--- src/rtl/palette_pkg.sv ---
// Shared types and reset-time palette contents for the indexed-colour render pipe.
package palette_pkg;

  typedef logic [11:0] rgb12_t;

  // Per-pixel sideband that travels alongside the memory read.
  typedef struct packed {
    logic in_range;
    logic blank;
    logic hs;
    logic vs;
  } side_t;

  localparam side_t SIDE_RST = '{in_range: 1'b0, blank: 1'b0, hs: 1'b1, vs: 1'b1};

  localparam rgb12_t DEFAULT_PAL [8] = '{
    12'h320, 12'hA75, 12'h888, 12'hCB9,
    12'h631, 12'h111, 12'h443, 12'hFFF
  };

  function automatic rgb12_t default_entry(input int i);
    if (i >= 0 && i < 8) return DEFAULT_PAL[i[2:0]];
    return 12'h000;
  endfunction

endpackage

--- src/rtl/palette_regfile.sv ---
// Runtime-writable colour palette with a combinational read port.
module palette_regfile
  import palette_pkg::*;
#(
  parameter int IDX_W = 3
) (
  input  logic             Clk,
  input  logic             Reset,
  input  logic             we,
  input  logic [IDX_W-1:0] waddr,
  input  rgb12_t           wdata,
  input  logic [IDX_W-1:0] raddr,
  output rgb12_t           rdata
);

  localparam int DEPTH = 2**IDX_W;

  rgb12_t pal_r [DEPTH];

  // Reset has priority so a write strobe during reset cannot stick.
  always_ff @(posedge Clk) begin
    if (Reset) begin
      for (int i = 0; i < DEPTH; i++) pal_r[i] <= default_entry(i);
    end else if (we) begin
      pal_r[waddr] <= wdata;
    end
  end

  assign rdata = pal_r[raddr];

endmodule

--- src/rtl/palette_render_pipe.sv ---
// Screen coordinate -> framebuffer address -> palette colour pipeline, with
// blank/sync delayed to stay aligned with the RGB output (MEM_LAT+2 clocks).
module palette_render_pipe
  import palette_pkg::*;
#(
  parameter int FB_W       = 640,
  parameter int FB_H       = 480,
  parameter int SCALE_LOG2 = 0,
  parameter int IDX_W      = 3,
  parameter int ADDR_W     = 19,
  parameter int MEM_LAT    = 1
) (
  input  logic              Clk,
  input  logic              Reset,
  input  logic [9:0]        drawX,
  input  logic [9:0]        drawY,
  input  logic              blank_in,
  input  logic              hs_in,
  input  logic              vs_in,
  output logic [ADDR_W-1:0] mem_addr,
  input  logic [IDX_W-1:0]  mem_q,
  input  logic              pal_we,
  input  logic [IDX_W-1:0]  pal_waddr,
  input  logic [11:0]       pal_wdata,
  output logic [3:0]        red,
  output logic [3:0]        green,
  output logic [3:0]        blue,
  output logic              blank_out,
  output logic              hs_out,
  output logic              vs_out
);

  localparam int AW1 = ADDR_W + 1;

  logic [9:0]     sx, sy;
  logic [AW1-1:0] addr_full;
  logic           fits;
  side_t          s0_q;
  side_t          tail;
  rgb12_t         pal_rdata;

  assign sx        = drawX >> SCALE_LOG2;
  assign sy        = drawY >> SCALE_LOG2;
  assign addr_full = AW1'(sx) + AW1'(FB_W) * AW1'(sy);
  // An address needing the guard bit is treated as off-screen rather than wrapped.
  assign fits      = ({1'b0, sx} < 11'(FB_W)) && ({1'b0, sy} < 11'(FB_H)) && !addr_full[ADDR_W];

  always_ff @(posedge Clk) begin
    if (Reset) begin
      s0_q     <= SIDE_RST;
      mem_addr <= '0;
    end else begin
      s0_q     <= '{in_range: fits, blank: blank_in, hs: hs_in, vs: vs_in};
      mem_addr <= fits ? addr_full[ADDR_W-1:0] : '0;
    end
  end

  for (genvar k = 0; k < MEM_LAT; k++) begin : g_dly
    side_t d, q;
    if (k == 0) begin : g_head
      assign d = s0_q;
    end else begin : g_link
      assign d = g_dly[k-1].q;
    end
    always_ff @(posedge Clk) begin
      if (Reset) q <= SIDE_RST;
      else       q <= d;
    end
  end

  assign tail = g_dly[MEM_LAT-1].q;

  palette_regfile #(.IDX_W(IDX_W)) u_pal (
    .Clk   (Clk),
    .Reset (Reset),
    .we    (pal_we),
    .waddr (pal_waddr),
    .wdata (pal_wdata),
    .raddr (mem_q),
    .rdata (pal_rdata)
  );

  // Gating on the delayed in_range keeps stale mem_q off screen after reset.
  always_ff @(posedge Clk) begin
    if (Reset) begin
      {red, green, blue} <= 12'h000;
      blank_out          <= SIDE_RST.blank;
      hs_out             <= SIDE_RST.hs;
      vs_out             <= SIDE_RST.vs;
    end else begin
      {red, green, blue} <= (tail.blank && tail.in_range) ? pal_rdata : 12'h000;
      blank_out          <= tail.blank;
      hs_out             <= tail.hs;
      vs_out             <= tail.vs;
    end
  end

endmodule

--- config.mk ---
export PLATFORM = sky130hd
export DESIGN_NAME = palette_render_pipe
export DESIGN_NICKNAME = d
export VERILOG_FILES = /design/src/rtl/palette_pkg.sv /design/src/rtl/palette_regfile.sv /design/src/rtl/palette_render_pipe.sv
export SDC_FILE = /design/constraint.sdc
export NUM_CORES = 1
export LEC_CHECK = 0
export CORE_UTILIZATION = 45
export DETAILED_ROUTE_END_ITERATION = 8
export GPL_TIMING_DRIVEN = 0
export PLACE_DENSITY = 0.73
export SYNTH_ARGS = -nofsm -noshare
export SYNTH_HDL_FRONTEND = slang
export SYNTH_SLANG_ARGS = --single-unit
--- constraint.sdc ---
create_clock -name Clk -period 4.44 [get_ports Clk]
set_input_delay 0.444 -clock Clk [delete_from_list [all_inputs] [get_ports Clk]]
set_output_delay 0.444 -clock Clk [all_outputs]
set_load 0.01 [all_outputs]
==> results.md, run 1 <==
- Total number of vias: approximately 4000
- # Post-CTS Setup Buffers: 0
- CTS tree: yes
- Worst-path cell chain: clkdlybuf4s50_1, ha_1, ha_1, fa_1, a21o_1, a221oi_2, xnor2_1, and3_1, a41o_1, buf_6, inv_6, and2_1
- Initial DRC Count: 325
- Row Count: 42
- NetSw: around 740 µW
- Initial Util: 46.34%
- Syn avg cell area: 13.69 µm²
- Die Ht: about 120 µm
- Most used cell, CP: ha_1
- Int Pwr: approximately 2.5 mW
- H-tree levels: 4
- Startpoint types: input port
- Mapped Cells: between 400 and 500
- Detailed Place HPWL: ~9500 µm
- R2R depth: 4
- Final min period: about 3.1 ns
- Routability-driven placement congestion ratio: just under 0.8
- Kind of cell adding the most delay to the critical path: adder cells
- CP bufs+invs: 3
- Final Power: approximately 3.2 mW
- Root Buffer: clkbuf_16
- Largest net degree at the start of global routing: 17
- Congestion Overflow GR: 0
- Die width: about 120 µm
- Worst IR Drop VDD: between 0.2 and 0.3 mV
- Hold WC Path Type: flop to flop
- Tcrit/Tclk final: a little under three quarters
- Cell taking the most area after synthesis: edfxtp_1
- Endpoint class of the critical path: flop
- Synthesized area: 6161 µm²
- Total Negative Setup Slacks: 0 ns
- Sequential Power Share: between 40 and 50%
- Die area: between 10000 and 15000 µm²
- Most used DFF post-synth: edfxtp_1
- Final net count: 609
- Clock skew: 0.006152 ns
- RSZ-0062 raised after global routing: no
- Slowest-stage cell, CP: clkdlybuf4s50_1
- Vias in the first global route: between 4000 and 5000
- Max incr delay on CP: 0.46 ns
- Synthesized net count: ~500
- CTS sink count: 138
- Core box area: between 10000 and 15000 µm²
- CTS Buf Count: 17
- Tightest Pin Transition: ~1.3 ns
- Max-slew headroom: 14.08%
- CP arrival: 3.46 ns
- EDFF count, synth: 96
- Hold path depth: 1
- Clk Latency, worst-skew pair: between 0.4 and 0.5 ns
- Pre-antenna DRT Iters: 5
- Routed vias/inst: roughly 5.4
- Layout cells sized above 1: between 10% and 20%
- Synth area leaders: edfxtp_1 47%, dfxtp_1 14%, mux4_2 8.8%
- Pleak: between 2 and 3 nW
- Max cap viols: 0
- Synth top cells by count: 96 x edfxtp_1, 60 x and2_1, 42 x dfxtp_1
- I/O pin cnt: between 70 and 80
- Post-Route WL: 13990 µm
- CP Max Fanout: 9
- Gate power share: approximately 11%
- CP Data Required Time: 4.76 ns
- Synthesized flop and latch total: ~140
- Max Slew Vio Count: 0
- N_diodes: 0
- # hold bufs at CTS: 0
- Wire per inst: approximately 19 µm
- IO Port Bufs: 75
- Pwr dens: 417.8 nW/µm²
- Clock network fraction of design power: a little over two fifths
- Clk buf depth: 2
- Hold Vio Cnt, Final: 0
- Post-synth cell types: 43
- Final setup viols: 0
- Critical path class: input port to flop
- Total track usage: 20.93%
- Net Sw Frac: 22.91%
- Initial antenna violation count: 0
- Final ANT Viol Nets: 0
- Post_cts resized: 0
- Ys async rst share: 0%
- Synth Warn #: 0
- Fmax: 0.3179 GHz
- Clock transition at path regs: approximately 0.060 ns
- Register area share after synthesis: about three fifths
- Most frequent cell after synthesis: edfxtp_1
- Yosys top cell area share: about 47%
- Cell count along the critical path: 12
- Drc violations: 0
- Status: complete, no violations
- First-pass GRT wire length: around 22000 µm
- Layout area overhead: 25.24%
[sequential cells by signal, indices dropped and copies added (netlist names)]
signal / count
u_pal.pal_r: 96
mem_addr: 19
blue: 4
g_dly.d: 4
g_dly.q: 4
green: 4
red: 4
blank_out: 1
hs_out: 1
vs_out: 1
[path summary, 6_finish.rpt]
path	start	to	slack, ns
worst max-delay path	drawY[1]	mem_addr[5]$_SDFF_PP0_	1.29
worst min-delay path	g_dly[0].d[1]$_SDFF_PP1_	g_dly[0].q[1]$_SDFF_PP1_	0.41
worst max register to register	g_dly[0].q[2]$_SDFF_PP0_	green[0]$_SDFF_PP0_	3.11
worst min register to register	g_dly[0].d[1]$_SDFF_PP1_	g_dly[0].q[1]$_SDFF_PP1_	0.41
[per-layer routing]
| metal | track usage, % | up-vias | wire length (µm) | share of wire, % |
|---|---|---|---|---|
| met2 | 36.16 | 123 | 7239 | 52 |
| met4 | 9.889 | 0 | 411 | 2.9 |
| met1 | 24.06 | 1978 | 5632 | 40 |
| met3 | 5.603 | 30 | 703 | 5.0 |
| li1 | - | 1848 | - | - |
| met5 | 0 | - | 0 | 0 |
[cell families after synthesis]
family | share of synthesized area [%]
adders and majority gates | 4.509
DFF | 60.44
and+or+nand+nor | 17.28
buffers and inverters | 1.848
muxes | 10.72
AOI/OAI and AO/OA | 3.635
xor gates and xnor gates | 1.564
[cells in the final DEF, fill, tap and decap left out, drive strengths merged, types with 7 or more instances in the layout]
cell and n:
ha 19, dfxtp 42, clkdlybuf4s50 75, and2 60
nand2b 12, or2 13, nor2 36, mux4 24
mux2i 12, clkinv 7, xor2 7, edfxtp 96
nand2 8, or3 34, clkbuf 32
[power groups by stage]
stage | Clock [mW] | Combinational, mW | Sequential [mW]
floorplan | 0 | 0.216 | 1.49
global placement | 0 | 0.346 | 1.48
detailed placement | 0 | 0.354 | 1.49
CTS | 1.41 | 0.357 | 1.46
global route | 1.46 | 0.387 | 1.47
finish | 1.40 | 0.357 | 1.46
[cell type report]
type                       instances  area, µm²
buffer                            20      86.33
clock buffer                      18      429.2
inverter                           6      27.53
sequential                       138       3724
fill                            1026       5579
tap                              176      220.2
clock inverter                    14      155.1
timing repair buffer              75      750.7
multi-input combinational        286       2323
[metrics by stage]
step,util [%],setup slack (ns),hold WS (ns),cells,cell area (µm²)
floorplan,-,1.608,0.3895,450,6161
global placement,53.64,0.9074,0.3928,701,7132
detailed placement,53.64,0.8503,0.4010,701,7132
CTS,58.04,1.291,0.4138,733,7716
global route,58.04,1.037,0.4168,733,7716
finish,58.04,1.294,0.4107,733,7716
[worst register-to-register path, cell delays in order, from the launching register on]
cell      delay, ns
dfxtp_1        0.29
nor2b_1        0.12
nand2_1        0.13
clkbuf_1       0.46
nor2_1         0.18
(Power assumes the default switching activity.)
==> run 2: changes to the inputs <==
==> constraint.sdc (replaced) <==
create_clock -name Clk -period 2.9 [get_ports Clk]
set_input_delay 0.29 -clock Clk [delete_from_list [all_inputs] [get_ports Clk]]
set_output_delay 0.29 -clock Clk [all_outputs]
set_load 0.01 [all_outputs]
==> run 2 against run 1 <==
Against the previous run:
- sequential power increased by 53%
- hold slack got worse by 0.064 ns
- largest power group unchanged
- global-route usage about the same
- sequential cell count unchanged
- core utilization increased by 0.45 points
- clock skew increased by 0.0016 ns
- setup slack got worse by 1.2 ns
- cell area increased by 0.78%
- first-iteration DRC count decreased by 11%
==> results.md, run 2 (synthesized netlist as in run 1, its figures left out) <==
- Status: complete, no violations
- Pwr dens: between 600 and 700 nW/µm²
- CTS sink count: 138
- Clock skew: 0.007747 ns
- Die area: between 10000 and 15000 µm²
- Final Power: ~5.0 mW
- I/O pin cnt: between 70 and 80
- Pre-antenna DRT Iters: 7
- Layout area overhead: 26.22%
- H-tree levels: 4
- Layout cells sized above 1: approximately 15%
- Total track usage: a little over a fifth
- RSZ-0062 raised after global routing: no
- Final min period: ~2.8 ns
- Congestion Overflow GR: 0
- FF+latch area: about 3700 µm²
- Core box area: 13300 µm²
- Initial Util: 46.34%
- Hold path depth: 4
- Drc violations: 0
- Total number of vias: approximately 4000
- Number of flip-flops in the largest register: 96
- First-pass GRT wire length: ~22000 µm
- Pleak: approximately 2.8 nW
- Finished Core Util: 58.49%
- CP Data Required Time: about 3.3 ns
- Initial DRC Count: 290
- R2R depth: 4
- CTS tree: yes
- Startpoint types: input port
- Final net count: between 600 and 700
- Most common cell after layout, fill and taps aside: edfxtp_1
- Final setup viols: 0
- CP arrival: 3.20 ns
- Commonest cells after routing, fill and taps aside: 96 x edfxtp_1, 74 x clkdlybuf4s50_1, 60 x and2_1
- Hold path start: drawY[1]
- Reg2reg start: g_dly[0].q[2]$_SDFF_PP0_
- IO Port Bufs: between 70 and 80
- Min Hold Slack: approximately 0.35 ns
- Largest net degree at the start of global routing: 17
- CTS Buf Count: 17
- R2r endpoint: green[0]$_SDFF_PP0_
- Clock transition at path regs: about 0.06 ns
- Vias in the first global route: between 4000 and 5000
- Routed vias/inst: 5.398
- Top Registers: u_pal.pal_r x96, mem_addr x19
- Fmax: between 0.3 and 0.4 GHz
- Final ANT Viol Nets: 0
- Hold Vio Cnt, Final: 0
- Row Count: 42
- Die Ht: between 100 and 150 µm
- N_diodes: 0
- Max-slew headroom: about two fifths
- Max cap viols: 0
- Max Slew Vio Count: 0
- Worst Hold Endpoint: mem_addr[8]$_SDFF_PP0_
- Die width: between 100 and 150 µm
- Endpoint class of the critical path: flop
- Hold WC Path Type: input port to flop
- Tcrit/Tclk final: a little over nine tenths
- Critical path class: input port to flop
- Worst IR Drop VDD: about 0.41 mV
- Tightest Pin Transition: 0.9204 ns
- Root Buffer: clkbuf_16
- Clk buf depth: 2
- Fill count: between 1000 and 1500
- Detailed Place HPWL: between 9000 and 10000 µm
- Wire per inst: between 15 and 20 µm
- Initial antenna violation count: 0
- Routability-driven placement congestion ratio: about 0.79
- Post-Route WL: roughly 14000 µm
- CP Max Fanout: 5
- Area of the multi-input gates: roughly 2400 µm²
- Worst R2R Setup Slack: around 1.6 ns
- Largest Register: u_pal.pal_r
- Clk Latency, worst-skew pair: ~0.43 ns
[run 2: cell count changes in the layout (fill, tap and decap cells not counted), sizes merged]
| cell | before | now |
|---|---|---|
| buf | 6 | 10 |
| dlymetal6s2s | 0 | 1 |
| clkdlybuf4s50 | 75 | 74 |
[run 2: power breakdown]
| group | switching [mW] | internal, mW | total (mW) |
|---|---|---|---|
| registers | 0.0284 | 2.21 | 2.24 |
| clock network | 0.813 | 1.34 | 2.15 |
| logic | 0.298 | 0.268 | 0.566 |
| total | 1.14 | 3.82 | 4.95 |
[run 2: worst max-delay path, cell delays in order]
cell and delay, ns:
clkdlybuf4s50_1 0.45, ha_1 0.37, ha_1 0.34, a21o_1 0.19, and4_4 0.19, o31a_1 0.27
a311o_1 0.38, a41o_1 0.30, buf_4 0.14, buf_2 0.14, nor2_1 0.14
[run 2: worst max-delay path by stage]
stage	start	endpoint	slack (ns)	depth (start not counted)
2_1_floorplan	drawY[1]	mem_addr[0]$_SDFF_PP0_	0.22	11
3_3_place_gp	drawY[1]	mem_addr[7]$_SDFF_PP0_	-0.48	12
3_5_place_dp	drawY[1]	mem_addr[5]$_SDFF_PP0_	-0.54	12
4_1_cts	drawY[1]	mem_addr[2]$_SDFF_PP0_	0.04	12
5_1_grt	drawY[2]	mem_addr[11]$_SDFF_PP0_	0.002	11
6_report	drawY[2]	mem_addr[11]$_SDFF_PP0_	0.05	11
[run 2: repair_timing]
action                     4_1_cts  5_1_grt
setup endpoints to repair        9       39
buffers inserted                 0        3
hold buffers                     0        0
gates cloned                     0        1
pin swaps                        0        5
resized for setup                3        5
[run 2: per-layer routing]
metal / vias up / wire length, µm / part of all wire [%] / GRT usage, %
met5: - / 0 / 0 / 0
met4: 0 / 408 / 2.9 / 9.415
met3: 27 / 701 / 4.9 / 5.603
li1: 1854 / - / - / -
met2: 133 / 7359 / 52 / 36.37
met1: 1964 / 5751 / 40 / 24.15
[run 2: layout make-up]
cell class	instances	area share, %
plain buffers	20	1.110
clock buffers	18	5.519
clock inverters	14	1.995
flip-flops and latches	138	47.88
inverters	6	0.3540
repair buffers	79	10.04
well taps	176	2.832
multi-input cells	286	30.27
[run 2: per-stage QoR]
| step | instances | setup TNS, ns | setup slack (ns) | cell area, µm² |
|---|---|---|---|---|
| after floorplan | 450 | 0 | 0.2216 | 6161 |
| after global placement | 701 | -16.07 | -0.4786 | 7132 |
| after detailed placement | 701 | -18.38 | -0.5357 | 7132 |
| after CTS | 733 | 0 | 0.03525 | 7730 |
| after global routing | 737 | 0 | 0.002411 | 7776 |
| final | 737 | 0 | 0.05358 | 7776 |
==> run 3: changes to the inputs <==
--- a/config.mk
+++ b/config.mk
@@ -8,7 +8,7 @@
 export CORE_UTILIZATION = 45
 export DETAILED_ROUTE_END_ITERATION = 8
 export GPL_TIMING_DRIVEN = 0
-export PLACE_DENSITY = 0.73
+export PLACE_DENSITY = 0.67
 export SYNTH_ARGS = -nofsm -noshare
 export SYNTH_HDL_FRONTEND = slang
 export SYNTH_SLANG_ARGS = --single-unit
==> run 3 against run 2 <==
Against the previous run:
- clock skew rose by 0.00090 ns
- first-iteration DRC count fell by 1.4%
- fmax rose by 1.3%
- wire length fell by 4.2%
- hold slack improved by 0.024 ns
- cell area fell by 0.24%
- die area did not move
- count of clock-buffer cells in the layout rose by 1
- setup slack improved by 0.035 ns
- critical path type unchanged
==> results.md, run 3 (synthesized netlist as in run 1, its figures left out) <==
- Area of the multi-input gates: roughly 2300 µm²
- IO Port Bufs: 75
- Routed vias/inst: 5.404
- Hold path depth: 4
- FF+latch area: between 3000 and 4000 µm²
- CTS Buf Count: 17
- Wire per inst: 18.45 µm
- Initial Util: between 40% and 50%
- Die Ht: between 100 and 150 µm
- Largest net degree at the start of global routing: 17
- Pleak: between 2 and 3 nW
- Fmax: about 0.36 GHz
- Clock network fraction of design power: between 40% and 50%
- Clk buf depth: 2
- NetSw: 1.149 mW
- Total track usage: 20.51%
- Final ANT Viol Nets: 0
- CP Data Required Time: 3.25 ns
- Vias in the first global route: just under 4000
- Clock transition at path regs: 0.06 ns
- Finished Core Util: between 50% and 60%
- Clock skew: ~0.0086 ns
- Endpoint class of the critical path: flop
- Max-slew headroom: about a fifth
- Most common cell after layout, fill and taps aside: edfxtp_1
- CP Max Fanout: 6
- Net Sw Frac: 23.72%
- Largest Register: u_pal.pal_r
- Layout Cells excl Fill: 738
- Max Slew Vio Count: 0
- Layout area overhead: 25.91%
- R2R depth: 4
- Placed cell count: about 700
- Final setup viols: 0
- Startpoint types: input port
- Hold Vio Cnt, Final: 0
- Commonest cells after routing, fill and taps aside: 96 x edfxtp_1, 74 x clkdlybuf4s50_1, 60 x and2_1
- CTS sink count: between 100 and 150
- Hold WC Path Type: input port to flop
- CP arrival: ~3.2 ns
- Reg2reg start: g_dly[0].q[2]$_SDFF_PP0_
- Pwr dens: 624.2 nW/µm²
- Int Pwr: 3.693 mW
- Routability-driven placement congestion ratio: 0.8180
- First-pass GRT wire length: between 20000 and 25000 µm
- Worst R2R Setup Slack: between 1.5 and 2 ns
- Number of flip-flops in the largest register: between 90 and 100
- Total Negative Setup Slacks: 0 ns
- Initial DRC Count: between 200 and 300
- I/O pin cnt: roughly 80
- Row Count: 42
- Status: complete, no violations
- R2r endpoint: blue[3]$_SDFF_PP0_
- Tcrit/Tclk final: a little over nine tenths
- Max cap viols: 0
- CTS tree: yes
- Sequential Power Share: 46.2%
- # hold bufs at CTS: 0
- Final net count: 614
- Worst IR Drop VDD: approximately 0.42 mV
- Final Power: about 4.8 mW
- Clk Latency, worst-skew pair: 0.41 ns
- Final min period: ~2.8 ns
- Drc violations: 0
- N_diodes: 0
- Die area: 14160 µm²
- Die width: 119.0 µm
- Total number of vias: roughly 4000
- Post-Route WL: 13620 µm
- Core box area: between 10000 and 15000 µm²
- Root Buffer: clkbuf_16
- Tightest Pin Transition: 1.215 ns
- Congestion Overflow GR: 0
- Gate power share: a little under an eighth
- Top Registers: u_pal.pal_r x96, mem_addr x19
- Layout cells sized above 1: 15.66%
- Hold path start: drawY[1]
- Initial antenna violation count: 0
- Critical path class: input port to flop
- Detailed Place HPWL: approximately 9600 µm
- Fill count: between 1000 and 1500
- Worst Hold Endpoint: mem_addr[8]$_SDFF_PP0_
- Pre-antenna DRT Iters: 4
- RSZ-0062 raised after global routing: no
- H-tree levels: 4
==> run 3: cell types whose count changed in the layout (fill, tap and decap cells not counted) <==
| cell | change |
|---|---|
| o21bai_2 | -1 |
| inv_6 | +4 |
| clkinv_2 | +1 |
| bufinv_16 | -2 |
| buf_2 | -1 |
| o21bai_1 | +1 |
| clkinvlp_4 | -1 |
| buf_4 | +2 |
| clkbuf_8 | +1 |
| clkinv_1 | -3 |
==> run 3: repair_timing <==
item,CTS,global route
pin swaps,1,5
setup buffers,1,4
setup endpoints to repair,8,20
resized for setup,3,4
==> run 3: area by class of cell <==
cell class                      count  share of cell area, %
Sequential cell                   138                  48.00
Multi-Input combinational cell    286                  30.29
Timing Repair Buffer               80                  10.19
Clock buffer                       19                  5.710
Tap cell                          176                  2.839
Clock inverter                     13                  1.500
Buffer                             20                  1.113
Inverter                            6                 0.3548
==> run 3: layer usage <==
metal  global-route usage [%]  vias up  routed length, µm
met5                        0        -                  0
met4                    9.177        0                321
met3                    4.598       20                628
met2                    33.18      115               6871
met1                    26.36     1983               5798
li1                         -     1870                  -
==> run 3: power groups by stage <==
stage / sequential [mW] / clock, mW / combinational [mW]
floorplan: 2.28 / 0 / 0.331
global placement: 2.27 / 0 / 0.531
detailed placement: 2.28 / 0 / 0.543
CTS: 2.24 / 2.07 / 0.558
global route: 2.25 / 2.15 / 0.617
finish: 2.24 / 2.03 / 0.568
==> run 3: worst max-delay path by stage <==
stage | endpoint | slack (ns) | start
5_1_grt | mem_addr[3]$_SDFF_PP0_ | 0.002 | drawY[3]
3_5_place_dp | mem_addr[3]$_SDFF_PP0_ | -0.57 | drawY[1]
3_3_place_gp | mem_addr[7]$_SDFF_PP0_ | -0.48 | drawY[1]
6_report | mem_addr[8]$_SDFF_PP0_ | 0.09 | drawY[3]
4_1_cts | mem_addr[3]$_SDFF_PP0_ | 0.04 | drawY[1]
2_1_floorplan | mem_addr[0]$_SDFF_PP0_ | 0.22 | drawY[1]
==> run 3: through the flow <==
step	hold WS, ns	cell area, µm²	setup slack [ns]
3_5_place_dp	0.3928	7132	-0.5688
3_3_place_gp	0.3968	7132	-0.4846
6_report	0.3713	7757	0.08901
2_1_floorplan	0.3895	6161	0.2216
4_1_cts	0.4064	7712	0.03574
5_1_grt	0.3790	7757	0.002066
==> run 3: critical path, stage by stage <==
cell             delay (ns)
clkdlybuf4s50_1        0.49
ha_1                   0.24
ha_2                   0.21
fa_2                   0.42
a21o_1                 0.23
a211oi_1               0.37
nor4_2                 0.11
and3_4                 0.20
a41o_1                 0.22
buf_6                  0.14
buf_4                  0.14
nor2_1                 0.09
